## config.mk

```make
export PLATFORM = sky130hd
export DESIGN_NAME = cis_seq_ctrl
export DESIGN_NICKNAME = d
export VERILOG_FILES = /design/src/rtl/cis_seq_pkg.sv /design/src/rtl/cis_clk_div.sv /design/src/rtl/cis_seq_ctrl.sv
export SDC_FILE = /design/constraint.sdc
export NUM_CORES = 1
export LEC_CHECK = 0
export ABC_CLOCK_PERIOD_IN_PS = 7700
export CAP_MARGIN = 20
export CORE_AREA = 8 8 184 186
export CTS_BUF_LIST = sky130_fd_sc_hd__clkbuf_8
export DETAILED_ROUTE_END_ITERATION = 6
export DIE_AREA = 0 0 192 194
export SLEW_MARGIN = 20
export SYNTH_ARGS = -nofsm -noshare
export SYNTH_HDL_FRONTEND = slang
export SYNTH_SLANG_ARGS = --single-unit
```

## constraint.sdc

```tcl
create_clock -name clk -period 7.7 [get_ports clk]
set_input_delay 1.155 -clock clk [delete_from_list [all_inputs] [get_ports clk]]
set_output_delay 1.155 -clock clk [all_outputs]
set_load 0.01 [all_outputs]
```

## src/rtl/cis_seq_pkg.sv

```systemverilog
// Shared types for the CIS readout sequencer: FSM states, pattern
// phases and the step-length clamp helper.
package cis_seq_pkg;

  typedef enum logic [2:0] {
    IDLE,
    CCD_RESET,
    INTEG,
    SKIP,
    WAIT_EOC,
    DONE
  } state_e;

  typedef enum logic [1:0] {
    PH_RESET,
    PH_INTEG,
    PH_SKIP
  } phase_e;

  // Zero means one step; anything past the pattern depth is cut to it.
  function automatic int unsigned len_clamp(
    int unsigned len,
    int unsigned max_len
  );
    if (len == 0) return 1;
    if (len > max_len) return max_len;
    return len;
  endfunction

endpackage

```

## src/rtl/cis_clk_div.sv

```systemverilog
// Tick generator: one-clk tick every clk_div+1 clks.
// Ports: clk, reset, restart (sync count clear), clk_div, tick.
module cis_clk_div #(
  parameter int DIV_W = 10
) (
  input  logic             clk,
  input  logic             reset,
  input  logic             restart,
  input  logic [DIV_W-1:0] clk_div,
  output logic             tick
);

  logic [DIV_W-1:0] cnt;

  // >= so a divider lowered below the running count wraps at once.
  assign tick = !restart && (cnt >= clk_div);

  always_ff @(posedge clk) begin
    if (reset || restart) begin
      cnt <= '0;
    end else if (tick) begin
      cnt <= '0;
    end else begin
      cnt <= cnt + 1'b1;
    end
  end

endmodule

```

## src/rtl/cis_seq_ctrl.sv

```systemverilog
// CIS readout sequencer: replays per-phase patterns onto sig_out,
// scans pixels with ADC EOC handshake/timeout, abort and status.
module cis_seq_ctrl #(
  parameter int NUM_SIGNALS = 9,
  parameter int PATTERN_LEN = 16,
  parameter int LEN_W       = 5,
  parameter int NUM_PIXELS  = 16,
  parameter int SKIP_W      = 14,
  parameter int DIV_W       = 10,
  parameter int EOC_TIMEOUT = 1023,
  parameter logic [NUM_SIGNALS-1:0] IDLE_LEVEL = '0
) (
  input  logic clk,
  input  logic reset,
  input  logic [DIV_W-1:0] clk_div,
  input  logic global_shutter,
  input  logic integration,
  input  logic abort,
  input  logic [SKIP_W-1:0] skip_samples,
  input  logic [LEN_W-1:0] len_reset,
  input  logic [LEN_W-1:0] len_integ,
  input  logic [LEN_W-1:0] len_skip,
  input  logic [NUM_SIGNALS-1:0][PATTERN_LEN-1:0] pattern_reset,
  input  logic [NUM_SIGNALS-1:0][PATTERN_LEN-1:0] pattern_integ,
  input  logic [NUM_SIGNALS-1:0][PATTERN_LEN-1:0] pattern_skip,
  input  logic adc_eoc,
  output logic [NUM_SIGNALS-1:0] sig_out,
  output logic row_rst,
  output logic row_clk,
  output logic [$clog2(NUM_PIXELS)-1:0] pixel_idx,
  output logic busy,
  output logic frame_done,
  output logic eoc_err
);
  import cis_seq_pkg::*;

  localparam int IDX_W = $clog2(PATTERN_LEN);
  localparam int PIX_W = $clog2(NUM_PIXELS);
  localparam int TMO_W = $clog2(EOC_TIMEOUT + 1);

  typedef logic [NUM_SIGNALS-1:0] sig_t;

  state_e            state;
  logic              tick;
  logic [LEN_W-1:0]  step;
  logic [LEN_W-1:0]  lr;
  logic [LEN_W-1:0]  li;
  logic [LEN_W-1:0]  ls;
  logic [SKIP_W-1:0] skip_lat;
  logic [SKIP_W-1:0] skip_cnt;
  logic [TMO_W-1:0]  tmo;

  cis_clk_div #(.DIV_W(DIV_W)) u_div (
    .clk     (clk),
    .reset   (reset),
    .restart (abort),
    .clk_div (clk_div),
    .tick    (tick)
  );

  assign busy = (state != IDLE);

  function automatic sig_t pat_col(phase_e ph, logic [IDX_W-1:0] k);
    sig_t c;
    c = '0;
    for (int s = 0; s < NUM_SIGNALS; s++) begin
      unique case (ph)
        PH_RESET: c[s] = pattern_reset[s][k];
        PH_INTEG: c[s] = pattern_integ[s][k];
        default:  c[s] = pattern_skip[s][k];
      endcase
    end
    return c;
  endfunction

  always_ff @(posedge clk) begin
    frame_done <= 1'b0;
    if (reset) begin
      state     <= IDLE;
      step      <= '0;
      lr        <= LEN_W'(1);
      li        <= LEN_W'(1);
      ls        <= LEN_W'(1);
      skip_lat  <= SKIP_W'(1);
      skip_cnt  <= '0;
      tmo       <= '0;
      sig_out   <= IDLE_LEVEL;
      row_rst   <= 1'b1;
      row_clk   <= 1'b0;
      pixel_idx <= '0;
      eoc_err   <= 1'b0;
    end else if (abort) begin
      state     <= IDLE;
      step      <= '0;
      tmo       <= '0;
      sig_out   <= IDLE_LEVEL;
      row_clk   <= 1'b0;
      pixel_idx <= '0;
    end else if (tick) begin
      row_rst <= 1'b0;
      row_clk <= 1'b0;
      unique case (state)
        IDLE: begin
          if (integration) begin
            lr        <= LEN_W'(len_clamp(32'(len_reset), PATTERN_LEN));
            li        <= LEN_W'(len_clamp(32'(len_integ), PATTERN_LEN));
            ls        <= LEN_W'(len_clamp(32'(len_skip), PATTERN_LEN));
            skip_lat  <= (skip_samples == '0) ? SKIP_W'(1) : skip_samples;
            eoc_err   <= 1'b0;
            pixel_idx <= '0;
            step      <= '0;
            state     <= CCD_RESET;
            sig_out   <= pat_col(PH_RESET, '0);
          end
        end
        CCD_RESET: begin
          if (step == lr - 1'b1) begin
            state   <= INTEG;
            step    <= '0;
            sig_out <= pat_col(PH_INTEG, '0);
          end else begin
            step    <= step + 1'b1;
            sig_out <= pat_col(PH_RESET, IDX_W'(step + 1'b1));
          end
        end
        INTEG: begin
          if (step == '0 && integration) begin
            step <= '0;
          end else if (step == li - 1'b1) begin
            state    <= SKIP;
            step     <= '0;
            skip_cnt <= skip_lat;
            sig_out  <= pat_col(PH_SKIP, '0);
          end else begin
            step    <= step + 1'b1;
            sig_out <= pat_col(PH_INTEG, IDX_W'(step + 1'b1));
          end
        end
        SKIP: begin
          if (step != ls - 1'b1) begin
            step    <= step + 1'b1;
            sig_out <= pat_col(PH_SKIP, IDX_W'(step + 1'b1));
          end else if (skip_cnt > SKIP_W'(1)) begin
            skip_cnt <= skip_cnt - 1'b1;
            step     <= '0;
            sig_out  <= pat_col(PH_SKIP, '0);
          end else if (global_shutter &&
                       pixel_idx != PIX_W'(NUM_PIXELS - 1)) begin
            state <= WAIT_EOC;
            tmo   <= '0;
          end else begin
            state   <= DONE;
            row_clk <= 1'b1;
          end
        end
        WAIT_EOC: begin
          if (adc_eoc) begin
            pixel_idx <= pixel_idx + 1'b1;
            row_clk   <= 1'b1;
            skip_cnt  <= skip_lat;
            step      <= '0;
            state     <= SKIP;
            sig_out   <= pat_col(PH_SKIP, '0);
          end else if (tmo == TMO_W'(EOC_TIMEOUT - 1)) begin
            eoc_err <= 1'b1;
            state   <= IDLE;
            sig_out <= IDLE_LEVEL;
          end else begin
            tmo <= tmo + 1'b1;
          end
        end
        DONE: begin
          state      <= IDLE;
          frame_done <= 1'b1;
          sig_out    <= IDLE_LEVEL;
        end
        default: state <= IDLE;
      endcase
    end
  end

endmodule
```

==> results of run 1 <==
==> flip-flops by register name (all words and copies together), names as in the netlist <==
name / cells
row_clk: 1
tmo: 10
row_rst: 1
frame_done: 1
step: 5
ls: 5
li: 5
lr: 5
sig_out: 9
u_div.cnt: 10
skip_lat: 14
pixel_idx: 4
state: 3
skip_cnt: 14
eoc_err: 1
==> metrics by stage <==
stage,instances,area (sq um)
2_1_floorplan,1037,8680
6_report,1881,14100
3_5_place_dp,1865,13900
4_1_cts,1881,14100
3_3_place_gp,1865,13900
5_1_grt,1881,14100
==> logic make-up (layout without fill, tap and decap cells) <==
family	after synthesis	after routing	synth area share, %
AOI/OAI and AO/OA	217	217	16.6
muxes	111	111	25.5
buffers and inverters	107	549	5.46
and+or+nand+nor	451	451	24.6
xor gates and xnor gates	40	40	4.12
adders and majority gates	23	23	3.32
DFF	88	88	20.3
==> final cells by class <==
type | count | area [sq um] | area share [%]
multi-input combinational | 842 | 6520 | 46.2
sequential | 88 | 1770 | 12.5
clock inverter | 6 | 75.1 | 0.531
tap | 402 | 503 | 3.56
clock buffer | 10 | 138 | 0.974
inverter | 30 | 113 | 0.797
timing repair buffer | 503 | 5010 | 35.5
==> worst max path at each step <==
stage	endpoint	cells after the start	start
after floorplan	skip_lat[0]	8	clk_div[7]
after global placement	sig_out[1]	9	step[0]
after CTS	sig_out[1]	9	step[0]
final	sig_out[1]	9	step[0]
after global routing	sig_out[4]	9	step[0]
after detailed placement	sig_out[1]	9	step[0]
==> power by group through the flow <==
stage                     combinational [W]  clock (W)  sequential [W]
final                              0.000351   0.000355        0.000456
after global routing               0.000372   0.000378        0.000456
after CTS                          0.000352   0.000357        0.000456
after detailed placement           0.000349          0        0.000466
after global placement             0.000348          0        0.000466
after floorplan                   0.0000690          0        0.000466
==> layer usage <==
metal,vias to the layer above,global-route usage (%),part of all wire [%]
li1,4768,-,-
met1,5003,33.8,44
met2,459,40.7,46
met3,32,6.89,8.7
met4,4,2.91,0.90
met5,-,0,0.045
==> critical path: stages (launching register included) <==
cell	delay [ps]
dfxtp_4	860
inv_1	260
ha_4	850
buf_4	680
mux4_2	420
nand2_1	90
nand3_1	250
o41ai_1	270
o211ai_1	180
a211o_1	280
==> layout by cell type (no fill, tap or decap), types with 5 or more instances in the layout <==
cell,Yosys,layout
a211o_1,6,6
a211oi_1,5,5
a21oi_1,82,82
a221o_1,9,9
a22o_1,16,16
a31oi_1,6,6
and2_1,7,7
buf_4,3,9
clkbuf_8,0,10
clkdlybuf4s50_1,0,494
dfxtp_1,88,87
ha_1,23,22
inv_1,30,30
mux2i_1,22,22
mux4_2,88,88
nand2_1,190,190
nand2b_1,7,7
nand3_1,69,69
nand3b_1,9,9
nand4_1,19,19
nor2_1,75,75
nor3_1,30,30
nor4_1,14,14
o21ai_0,37,37
o22ai_1,11,11
or4_1,10,10
xnor2_1,23,21
xor2_1,16,14
==> flow_summary.toml, run 1 <==
[run_status]
outcome = "finished, violations left"
failed_checks = "design-rule violations"

[sta]
hold_viol = 0
finalCriticalPeriod_ps = 4280
timing.final.crit_share_pct = 55.6
timing_worst_slew_pin_value_ps = 1110
unrepaired_setup_endpoints_after_global_routing = "no"
max_freq_ghz = 0.234
timing.slew.headroom_pct = 26.2
setup_viol_count_final = 0
timing.final.ws_setup_ps = 3420
drv_slew = 0
setup_tns_ps = 0
hold_slack_ps = 462
finalClockSkew_ps = 14.8

[clocking]
cts_repair_resize_count = 0
clock_tree.htree_level_count = 3
cts-root-buf = "clkbuf_8"
clk_path_buf_depth = 2
post_cts.repair.setup_buffers = 0
clk_transition_reported_paths_ps = 100
clkSinkCount = 88
clock_insertion_delay_worst_skew_ps = 380
cts_buffers = 9
cts_tree = "done"
ctsHoldBuffers = 0

[worst_hold_path]
hold_path_startpoint = "skip_lat[12]"
holdPathEnd = "skip_lat[12]"
worst_min_delay_path_class = "flop to flop"
holdPathStages = 2

[critical_path]
crit-reg2reg-capture = "sig_out[1]"
worstReg2RegStart = "step[0]"
cp-start-kind = "flop"
crit_path_end_kind = "flop"
worst_path_maximum_fanout = 47
worstPathRequired_ps = 7980
setup.worst_path.class = "flop to flop"
worstPathArrival_ps = 4560
reg2regPathDepth = 9
regToRegSetupSlack_ps = 3420

[pwr]
p_int_w = 0.000876
share_of_total_power_in_combinational_logic_pct = 30.2
power.share.clock_pct = 30.5
leakage_nw = 4.73
vdd_ir_drop_max_mv = 0.0801
power_density_mw_per_mm2 = 82.2
seq_power_share_pct = 39.2
switching_share_pct = 24.6
post-layout-total-power_w = 0.00116
switching_power_w = 0.000286

[synthesis]
synthMostInstantiatedCell = "nand2_1"
syn_area_sq_mm = 0.00868
yosys_register_bits = 88
synthCells = 1037
yosysUniqueCellTypes = 70
synth.yosys.seq_area_share_pct = 20.3
synth_enable_flop_cells = 0
netlist.area_leader.share_pct = 22.8
biggest_area_contributors_in_the_synthesized_netlist = "mux4_2 23%, dfxtp_1 20%, nand2_1 8.2%"
async_reset_ff_share_pct = 0
netlist_top_cells_count = "190 x nand2_1, 88 x dfxtp_1, 88 x mux4_2"
synth_area_per_cell_sq_um = 8.37
synth_area_leader_cell = "mux4_2"
synth_top_flop_cell = "dfxtp_1"
yosysWarningCount = 0
postSynthNetCount = 1537

[drt]
post_drt_wl_per_cell_um = 25.8
route.antenna.remaining_nets = 0
drt-pass1-iter-count = 7
drt_iter0_drc = 798
detail_route.drc_violations = 1
dr_total_vias = 10300
drt-total-wl_mm = 48.5
post_drt_via_cell_ratio = 5.46

[layout]
areaGrowthSynthToFinish_pct = 62.8
n_fill_cell = 3073
antenna_cells_inserted = 0
nets = 1974
layout_cell_share_with_drive_strength_beyond_1_pct = 9.40
finish.utilization_pct = 45.5

[floorplan]
starting_density_of_the_core_pct = 27.9
core_region_area_sq_mm = 0.0311
die_h_um = 194
die-area_sq_mm = 0.0372
die_x_um = 192
rows = 65
boundary_pin_count = 495

[placed_design]
placement.io_buffers = 494
place_ws_ps = 3370
gpl.final_weighted_congestion = 0.893
post-dp-hpwl_mm = 40.4

[global_routing]
grt_max_degree = 66
via_count_of_the_first_global_routing_pass = 10600
antenna_found_initial = 2
gr-total-overflow = 0
first_pass_grt_wire_length_mm = 71.1
grt_usage_pct = 25.1

[flow_run]
max-cap-violations = 0
Power figures use the tool's default switching activity.
==> inputs of run 2 (changes only) <==
ABC_CLOCK_PERIOD_IN_PS = 4050   (was 7700)
CORE_AREA = 8 8 185 187   (was 8 8 184 186)
DIE_AREA = 0 0 193 195   (was 0 0 192 194)
clock period = 4.05 ns   (was 7.7 ns; I/O delays follow)
==> run 2 against run 1 <==
Cell count rose by 1.0%; first-iteration DRC count decreased by 4.9%; via count grew 0.31%; critical path depth down 2; global-route usage rose by 0.31 points; routed wire length increased by 1.3%; largest power group unchanged; the flow now finishes without violations; non-clock buffer count rose by 17.
==> flow_summary.toml, run 2 (synthesis gave the netlist of run 1 again) <==
[sta]
hold_slack_ps = 461
timing.final.crit_share_pct = 82.2
drv_slew = 0
finalCriticalPeriod_ps = 3330
setup_tns_ps = 0
hold_viol = 0
timing_worst_slew_pin_value_ps = 1130
unrepaired_setup_endpoints_after_global_routing = "no"
timing.slew.headroom_pct = 24.4
finalClockSkew_ps = 12.9
timing.final.ws_setup_ps = 720
setup_viol_count_final = 0
max_freq_ghz = 0.300

[drt]
post_drt_wl_per_cell_um = 25.9
detail_route.drc_violations = 0
drt-total-wl_mm = 49.1
route.antenna.remaining_nets = 0
drt-pass1-iter-count = 5
dr_total_vias = 10300
drt_iter0_drc = 759
post_drt_via_cell_ratio = 5.42

[layout]
final_cell_count_no_fill = 1900
final_design_area_no_fill_sq_mm = 0.0142
final_cell_mix = "494 x clkdlybuf4s50_1, 190 x nand2_1, 88 x mux4_2"
n_fill_cell = 3055
layout_cell_share_with_drive_strength_beyond_1_pct = 10.4
nets = 1991
areaGrowthSynthToFinish_pct = 64.2
top_regs = "skip_cnt (14), skip_lat (14)"
final_common_cell = "clkdlybuf4s50_1"

[clocking]
post_cts.repair.setup_buffers = 0
cts-root-buf = "clkbuf_8"
clock_tree.htree_level_count = 3
cts_buffers = 9
cts_repair_resize_count = 0
clk_path_buf_depth = 2
clk_transition_reported_paths_ps = 100
cts_tree = "done"
ctsHoldBuffers = 0
clock_insertion_delay_worst_skew_ps = 380
clkSinkCount = 88

[pwr]
power.share.clock_pct = 27.9
power_density_mw_per_mm2 = 149
switching_share_pct = 25.4
leakage_nw = 4.82
p_int_w = 0.00159
seq_power_share_pct = 40.8
vdd_ir_drop_max_mv = 0.126
share_of_total_power_in_combinational_logic_pct = 31.3
switching_power_w = 0.000539

[critical_path]
reg2regPathDepth = 7
worst_path_maximum_fanout = 19
worstReg2RegStart = "step[2]"
regToRegSetupSlack_ps = 720
worstPathArrival_ps = 3610
crit-reg2reg-capture = "skip_cnt[12]"
setup.worst_path.class = "flop to flop"
worstPathRequired_ps = 4330
cp-start-kind = "flop"
crit_path_end_kind = "flop"

[worst_hold_path]
holdPathEnd = "skip_lat[12]"
holdPathStages = 2
worst_min_delay_path_class = "flop to flop"
hold_path_startpoint = "skip_lat[12]"

[run_status]
outcome = "complete, no violations"

[global_routing]
grt_usage_pct = 25.5
gr-total-overflow = 0
first_pass_grt_wire_length_mm = 71.7
via_count_of_the_first_global_routing_pass = 10500
grt_most_used_layer = "met2"
gr-usage-met1_pct = 32.9
met3_usage_pct = 5.79
antenna_found_initial = 2
grt.met2_usage_pct = 43.2
grt_max_degree = 66

[floorplan]
die_h_um = 195
die_x_um = 193
die-area_sq_mm = 0.0376
rows = 65
core_region_area_sq_mm = 0.0312
boundary_pin_count = 495
starting_density_of_the_core_pct = 27.8

[placed_design]
post-dp-hpwl_mm = 41.5
dp.cells = 1882
gpl.final_weighted_congestion = 0.938
place_ws_ps = 418
placement.io_buffers = 494
post_place_instance_area_sq_mm = 0.0141

[flow_run]
max-cap-violations = 0
-- run 2: cell type report --
| type | count | area, sq um | share of cell area (%) |
|---|---|---|---|
| sequential | 88 | 1770 | 12.4 |
| multi-input combinational | 842 | 6510 | 45.7 |
| tap | 402 | 503 | 3.53 |
| clock buffer | 9 | 124 | 0.869 |
| antenna | 2 | 5.00 | 0.0351 |
| timing repair buffer | 520 | 5180 | 36.3 |
| clock inverter | 7 | 56.3 | 0.395 |
| inverter | 30 | 113 | 0.790 |
-- run 2: stage by stage --
stage / util [%] / total power, W
2_1_floorplan: - / 0.00102
5_1_grt: 45.6 / 0.00223
4_1_cts: 45.6 / 0.00215
6_report: 45.6 / 0.00212
3_5_place_dp: 45.0 / 0.00155
3_3_place_gp: 45.0 / 0.00154
-- run 2: worst max-delay path by stage --
stage	from	depth (start not counted)	slack, ps	to
floorplan	step[0]	12	960	sig_out[8]
global placement	clk_div[3]	12	500	li[3]
detailed placement	clk_div[5]	11	420	skip_cnt[12]
CTS	step[0]	8	640	skip_cnt[12]
global route	step[0]	8	500	skip_cnt[12]
finish	step[2]	7	720	skip_cnt[12]
-- run 2: power groups by stage --
stage / Combinational (W) / Sequential (W) / Clock (W)
final: 0.000666 / 0.000866 / 0.000592
after global routing: 0.000704 / 0.000867 / 0.000655
after CTS: 0.000666 / 0.000866 / 0.000616
after detailed placement: 0.000662 / 0.000887 / 0
after global placement: 0.000657 / 0.000887 / 0
after floorplan: 0.000131 / 0.000887 / 0
-- run 2: routing by layer --
metal	wire (um)	vias to the layer above	share of wire [%]
met3	3810	38	7.8
met4	866	2	1.8
met5	9	-	0.018
met2	23500	441	48
met1	20900	5008	43
li1	-	4809	-
-- run 2: critical path, stage by stage, from the launching register on --
cell and delay, ps:
dfxtp_1 770, and3_1 290, o2bb2ai_2 80, a2111oi_4 470, nor3_2 260, nor4_4 880
o21ai_1 160, a221oi_1 320
==> inputs of run 3 (changes only) <==
ABC_CLOCK_PERIOD_IN_PS = 3100   (was 4050)
clock period = 3.1 ns   (was 4.05 ns; I/O delays follow)
==> run 3 against run 2 <==
Die area unchanged; flip-flop and latch count unchanged; register-to-register slack lost 540 ps; critical path type unchanged; critical endpoint is now sig_out[8].
==> flow_summary.toml, run 3 (synthesis gave the netlist of run 1 again) <==
[run_status]
outcome = "complete, no violations"

[drt]
route.antenna.remaining_nets = 0
post_drt_wl_per_cell_um = 25.3
drt-total-wl_mm = 48.9
drt_iter0_drc = 872
post_drt_via_cell_ratio = 5.40
detail_route.drc_violations = 0
drt-pass1-iter-count = 5
dr_total_vias = 10400

[clocking]
post_cts.repair.setup_buffers = 0
cts-root-buf = "clkbuf_8"
clk_path_buf_depth = 2
clk_transition_reported_paths_ps = 110
clock_insertion_delay_worst_skew_ps = 390
ctsHoldBuffers = 0
clkSinkCount = 88
cts_buffers = 9
cts_repair_resize_count = 0
clock_tree.htree_level_count = 3
cts_tree = "done"

[critical_path]
cp-start-kind = "flop"
worst_path_maximum_fanout = 22
crit_path_end_kind = "flop"
setup.worst_path.class = "flop to flop"
cp-startpoint = "step[0]"
worstPathRequired_ps = 3390
worstPathArrival_ps = 3210
worstReg2RegStart = "step[0]"

[global_routing]
antenna_found_initial = 6
first_pass_grt_wire_length_mm = 71.4
grt_usage_pct = 25.4
via_count_of_the_first_global_routing_pass = 10800
gr-total-overflow = 0
grt_max_degree = 50

[layout]
final_design_area_no_fill_sq_mm = 0.0146
layout_cell_share_with_drive_strength_beyond_1_pct = 12.3
areaGrowthSynthToFinish_pct = 68.3
finish.utilization_pct = 46.8
final_cell_mix = "494 x clkdlybuf4s50_1, 190 x nand2_1, 88 x mux4_2"
final_common_cell = "clkdlybuf4s50_1"
top_regs = "skip_cnt (14), skip_lat (14)"
nets = 2021

[pwr]
power_density_mw_per_mm2 = 194
leakage_nw = 5.00
vdd_ir_drop_max_mv = 0.159

[sta]
setup_tns_ps = 0
timing.final.ws_setup_ps = 179
setup_viol_count_final = 0
hold_viol = 0
hold_slack_ps = 465
finalCriticalPeriod_ps = 2920
max_freq_ghz = 0.342
timing.slew.headroom_pct = 41.4
timing_worst_slew_pin_value_ps = 869
unrepaired_setup_endpoints_after_global_routing = "no"
finalClockSkew_ps = 20.5
drv_slew = 0
timing.final.crit_share_pct = 94.2

[flow_run]
max-cap-violations = 0

[worst_hold_path]
worst_min_delay_path_class = "flop to flop"
hold_path_startpoint = "skip_lat[5]"

[floorplan]
rows = 65
die_x_um = 193
die-area_sq_mm = 0.0376
boundary_pin_count = 495
core_region_area_sq_mm = 0.0312
die_h_um = 195
starting_density_of_the_core_pct = 27.8

[placed_design]
place_ws_ps = -222
placement.io_buffers = 494
post_place_instance_area_sq_mm = 0.0144
gpl.final_weighted_congestion = 0.938
post-dp-hpwl_mm = 41.7
-- run 3: path summary, 6_finish.rpt --
check                           slack (ps)  cells after the start     endpoint
worst max register to register         180                      9   sig_out[8]
worst min register to register         460                      2  skip_lat[5]
worst min-delay path                   460                      2  skip_lat[5]
worst max-delay path                   180                      9   sig_out[8]
-- run 3: metrics by stage --
stage | total power (W) | cells
floorplan | 0.00133 | 1037
global placement | 0.00202 | 1913
detailed placement | 0.00202 | 1913
CTS | 0.00285 | 1929
global route | 0.00295 | 1931
finish | 0.00283 | 1932
-- run 3: cell type report --
class | instances | area, sq um
Clock buffer | 9 | 124
Tap cell | 402 | 503
Multi-Input combinational cell | 842 | 6510
Clock inverter | 7 | 75.1
Sequential cell | 88 | 1770
Timing Repair Buffer | 550 | 5500
Antenna cell | 4 | 10.0
Inverter | 30 | 113
Fill cell | 3023 | 16600
-- run 3: routing by layer --
metal / global-route usage [%] / routed length, um / up-vias
li1: - / - / 4865
met1: 31.1 / 19900 / 5035
met2: 42.0 / 23000 / 472
met3: 9.44 / 5070 / 55
met4: 5.61 / 944 / 6
met5: 0 / 37 / -
-- run 3: report_power, final --
| part | switching [W] | total, W | leakage [nW] | internal, W |
|---|---|---|---|---|
| registers | 0.00000167 | 0.00113 | 0.710 | 0.00113 |
| logic | 0.000227 | 0.000868 | 4.19 | 0.000642 |
| clock network | 0.000515 | 0.000833 | 0.0982 | 0.000318 |
-- run 3: critical path, stage by stage (launching register included) --
cell and delay, ps:
dfxtp_4 450, inv_1 130, ha_4 430, buf_12 220, buf_4 220, mux4_2 340, a22o_1 240, o21ai_0 240
nand4_1 210, a221o_1 340
==> RTL change (settings of run 3) <==
Register the output `sig_out` once more; this adds one clock of latency there. The other outputs are not delayed to match.
--- a/src/rtl/cis_seq_ctrl.sv
+++ b/src/rtl/cis_seq_ctrl.sv
@@ -39,6 +39,8 @@
   localparam int TMO_W = $clog2(EOC_TIMEOUT + 1);
 
   typedef logic [NUM_SIGNALS-1:0] sig_t;
+
+  logic [NUM_SIGNALS-1:0] sig_s0;
 
   state_e            state;
   logic              tick;
@@ -84,7 +86,7 @@
       skip_lat  <= SKIP_W'(1);
       skip_cnt  <= '0;
       tmo       <= '0;
-      sig_out   <= IDLE_LEVEL;
+      sig_s0    <= IDLE_LEVEL;
       row_rst   <= 1'b1;
       row_clk   <= 1'b0;
       pixel_idx <= '0;
@@ -93,7 +95,7 @@
       state     <= IDLE;
       step      <= '0;
       tmo       <= '0;
-      sig_out   <= IDLE_LEVEL;
+      sig_s0    <= IDLE_LEVEL;
       row_clk   <= 1'b0;
       pixel_idx <= '0;
     end else if (tick) begin
@@ -110,17 +112,17 @@
             pixel_idx <= '0;
             step      <= '0;
             state     <= CCD_RESET;
-            sig_out   <= pat_col(PH_RESET, '0);
+            sig_s0    <= pat_col(PH_RESET, '0);
           end
         end
         CCD_RESET: begin
           if (step == lr - 1'b1) begin
             state   <= INTEG;
             step    <= '0;
-            sig_out <= pat_col(PH_INTEG, '0);
+            sig_s0 <= pat_col(PH_INTEG, '0);
           end else begin
             step    <= step + 1'b1;
-            sig_out <= pat_col(PH_RESET, IDX_W'(step + 1'b1));
+            sig_s0 <= pat_col(PH_RESET, IDX_W'(step + 1'b1));
           end
         end
         INTEG: begin
@@ -130,20 +132,20 @@
             state    <= SKIP;
             step     <= '0;
             skip_cnt <= skip_lat;
-            sig_out  <= pat_col(PH_SKIP, '0);
+            sig_s0   <= pat_col(PH_SKIP, '0);
           end else begin
             step    <= step + 1'b1;
-            sig_out <= pat_col(PH_INTEG, IDX_W'(step + 1'b1));
+            sig_s0 <= pat_col(PH_INTEG, IDX_W'(step + 1'b1));
           end
         end
         SKIP: begin
           if (step != ls - 1'b1) begin
             step    <= step + 1'b1;
-            sig_out <= pat_col(PH_SKIP, IDX_W'(step + 1'b1));
+            sig_s0 <= pat_col(PH_SKIP, IDX_W'(step + 1'b1));
           end else if (skip_cnt > SKIP_W'(1)) begin
             skip_cnt <= skip_cnt - 1'b1;
             step     <= '0;
-            sig_out  <= pat_col(PH_SKIP, '0);
+            sig_s0   <= pat_col(PH_SKIP, '0);
           end else if (global_shutter &&
                        pixel_idx != PIX_W'(NUM_PIXELS - 1)) begin
             state <= WAIT_EOC;
@@ -160,11 +162,11 @@
             skip_cnt  <= skip_lat;
             step      <= '0;
             state     <= SKIP;
-            sig_out   <= pat_col(PH_SKIP, '0);
+            sig_s0    <= pat_col(PH_SKIP, '0);
           end else if (tmo == TMO_W'(EOC_TIMEOUT - 1)) begin
             eoc_err <= 1'b1;
             state   <= IDLE;
-            sig_out <= IDLE_LEVEL;
+            sig_s0 <= IDLE_LEVEL;
           end else begin
             tmo <= tmo + 1'b1;
           end
@@ -172,11 +174,15 @@
         DONE: begin
           state      <= IDLE;
           frame_done <= 1'b1;
-          sig_out    <= IDLE_LEVEL;
+          sig_s0     <= IDLE_LEVEL;
         end
         default: state <= IDLE;
       endcase
     end
   end
 
+  always_ff @(posedge clk) begin
+    sig_out <= sig_s0;
+  end
+
 endmodule
Check against the original RTL: not settled (the Yosys comparison gave no result); the edit may change what the design does.
==> RTL change against run 3 <==
Clock skew decreased by 2.7 ps; hold slack got worse by 110 ps; synthesized area up 2.3%; wire length decreased by 5.5%; clock power grew 8.8%; worst setup slack gained 68 ps; power is 6.4% higher; final area is 2.1% higher; sequential cell count up 9; critical path type unchanged; largest power group unchanged; highest routed layer unchanged.
==> RTL change: results <==
metrics = {
    "run_status": {
        "status": "finished clean",
    },
    "logic_synthesis": {
        "yosys-top-cells-count": "nand2_1 (174), mux4_2 (103), dfxtp_1 (97)",
        "synth_nets": 1489,
        "synth_area_um2": 8870,
        "yosysSeqAreaShare": 0.219,
        "synth_area_leaders": "mux4_2 (26%), dfxtp_1 (22%), nand2_1 (7.4%)",
        "syn_area_per_cell_um2": 8.97,
    },
    "setup_path": {
        "r2r_setup_slack_ps": 250,
        "rr_worst_depth": 10,
        "crit_path_start": "step[1]",
        "r2r-end": "sig_s0[1]",
        "arrival_ps": 3130,
        "crit_fanout": 11,
    },
    "placed_design": {
        "gp_congestion": 0.882,
        "dp_cells": 1878,
        "dp_slack_ps": -177,
        "post_dp_cell_area_um2": 14600,
        "hpwlAfterDp_um": 40100,
    },
    "clocking": {
        "cts_max_level": 3,
    },
    "timing": {
        "fin_skew_ps": 17.8,
        "holdWs_ps": 354,
        "max_slew_margin": 0.378,
    },
    "min_path": {
        "min_to": "sig_out[6]",
        "min_path_cells": 0,
    },
    "final_layout": {
        "nets": 1989,
        "nFillCells": 3010,
        "drive_gt1_frac": 0.146,
    },
    "detailed_routing": {
        "drtIter0Drc": 529,
        "wl_um": 46200,
        "vias": 10100,
        "vias_per_cell": 5.31,
    },
    "power": {
        "p_leak_nw": 5.18,
        "swShare": 0.218,
    },
    "global_routing": {
        "grt_max_degree": 72,
        "grt_pass1_vias": 10700,
        "antenna_found_initial": 8,
        "gr-usage-all-layers": 0.240,
    },
}
[RTL change: cell type report]
type | instances | area [um2] | area share
antenna | 4 | 10.0 | 0.000671
tap | 402 | 503 | 0.0337
clock inverter | 5 | 72.6 | 0.00486
inverter | 34 | 128 | 0.00855
sequential | 97 | 1950 | 0.130
timing repair buffer | 564 | 5660 | 0.379
multi-input combinational | 783 | 6460 | 0.433
clock buffer | 10 | 138 | 0.00923
[RTL change: kinds of logic (layout without fill, tap and decap cells)]
| kind of cell | Yosys count | count (layout) | synth area share |
|---|---|---|---|
| DFF | 97 | 97 | 0.219 |
| adders and majority gates | 23 | 23 | 0.0324 |
| xor gates and xnor gates | 37 | 37 | 0.0403 |
| other | 0 | 4 | 0 |
| and+or+nand+nor | 399 | 399 | 0.215 |
| buffers and inverters | 109 | 613 | 0.0611 |
| AOI/OAI and AO/OA | 200 | 200 | 0.147 |
| muxes | 124 | 124 | 0.285 |
[RTL change: worst max-delay path: stages (launching register included)]
cell	delay (ps)
dfxtp_1	420
inv_1	100
ha_4	300
buf_12	150
buf_12	150
mux4_2	490
mux4_2	480
nor2b_1	170
a2111oi_2	230
buf_4	190
o21ai_1	50
[RTL change: worst max-delay path by stage]
| stage | to | slack [ps] | cells past startpoint |
|---|---|---|---|
| global route | step[4] | 90 | 9 |
| CTS | sig_s0[5] | 20 | 11 |
| detailed placement | sig_s0[3] | -180 | 10 |
| finish | sig_s0[1] | 250 | 10 |
| global placement | sig_s0[3] | -120 | 10 |
| floorplan | sig_s0[3] | 20 | 14 |
[RTL change: repair_timing]
item / CTS / global route
pin swaps: 0 / 1
setup buffers: 0 / 2
resized for setup: 1 / 5
endpoints found under the setup margin: 1 / 9
[RTL change: power groups by stage]
stage	Clock [mW]	Sequential (mW)	Combinational, mW
after floorplan	0	1.28	0.168
after global placement	0	1.28	0.852
after detailed placement	0	1.28	0.863
after CTS	0.934	1.25	0.866
after global routing	0.987	1.25	0.909
final	0.906	1.25	0.861
[RTL change: routing by layer]
metal  part of all wire  track usage  vias up
li1                   -            -     4737
met1               0.39        0.274     4849
met2               0.50        0.421      425
met3              0.090       0.0747       60
met4              0.027       0.0698        6
met5            0.00084            0        -
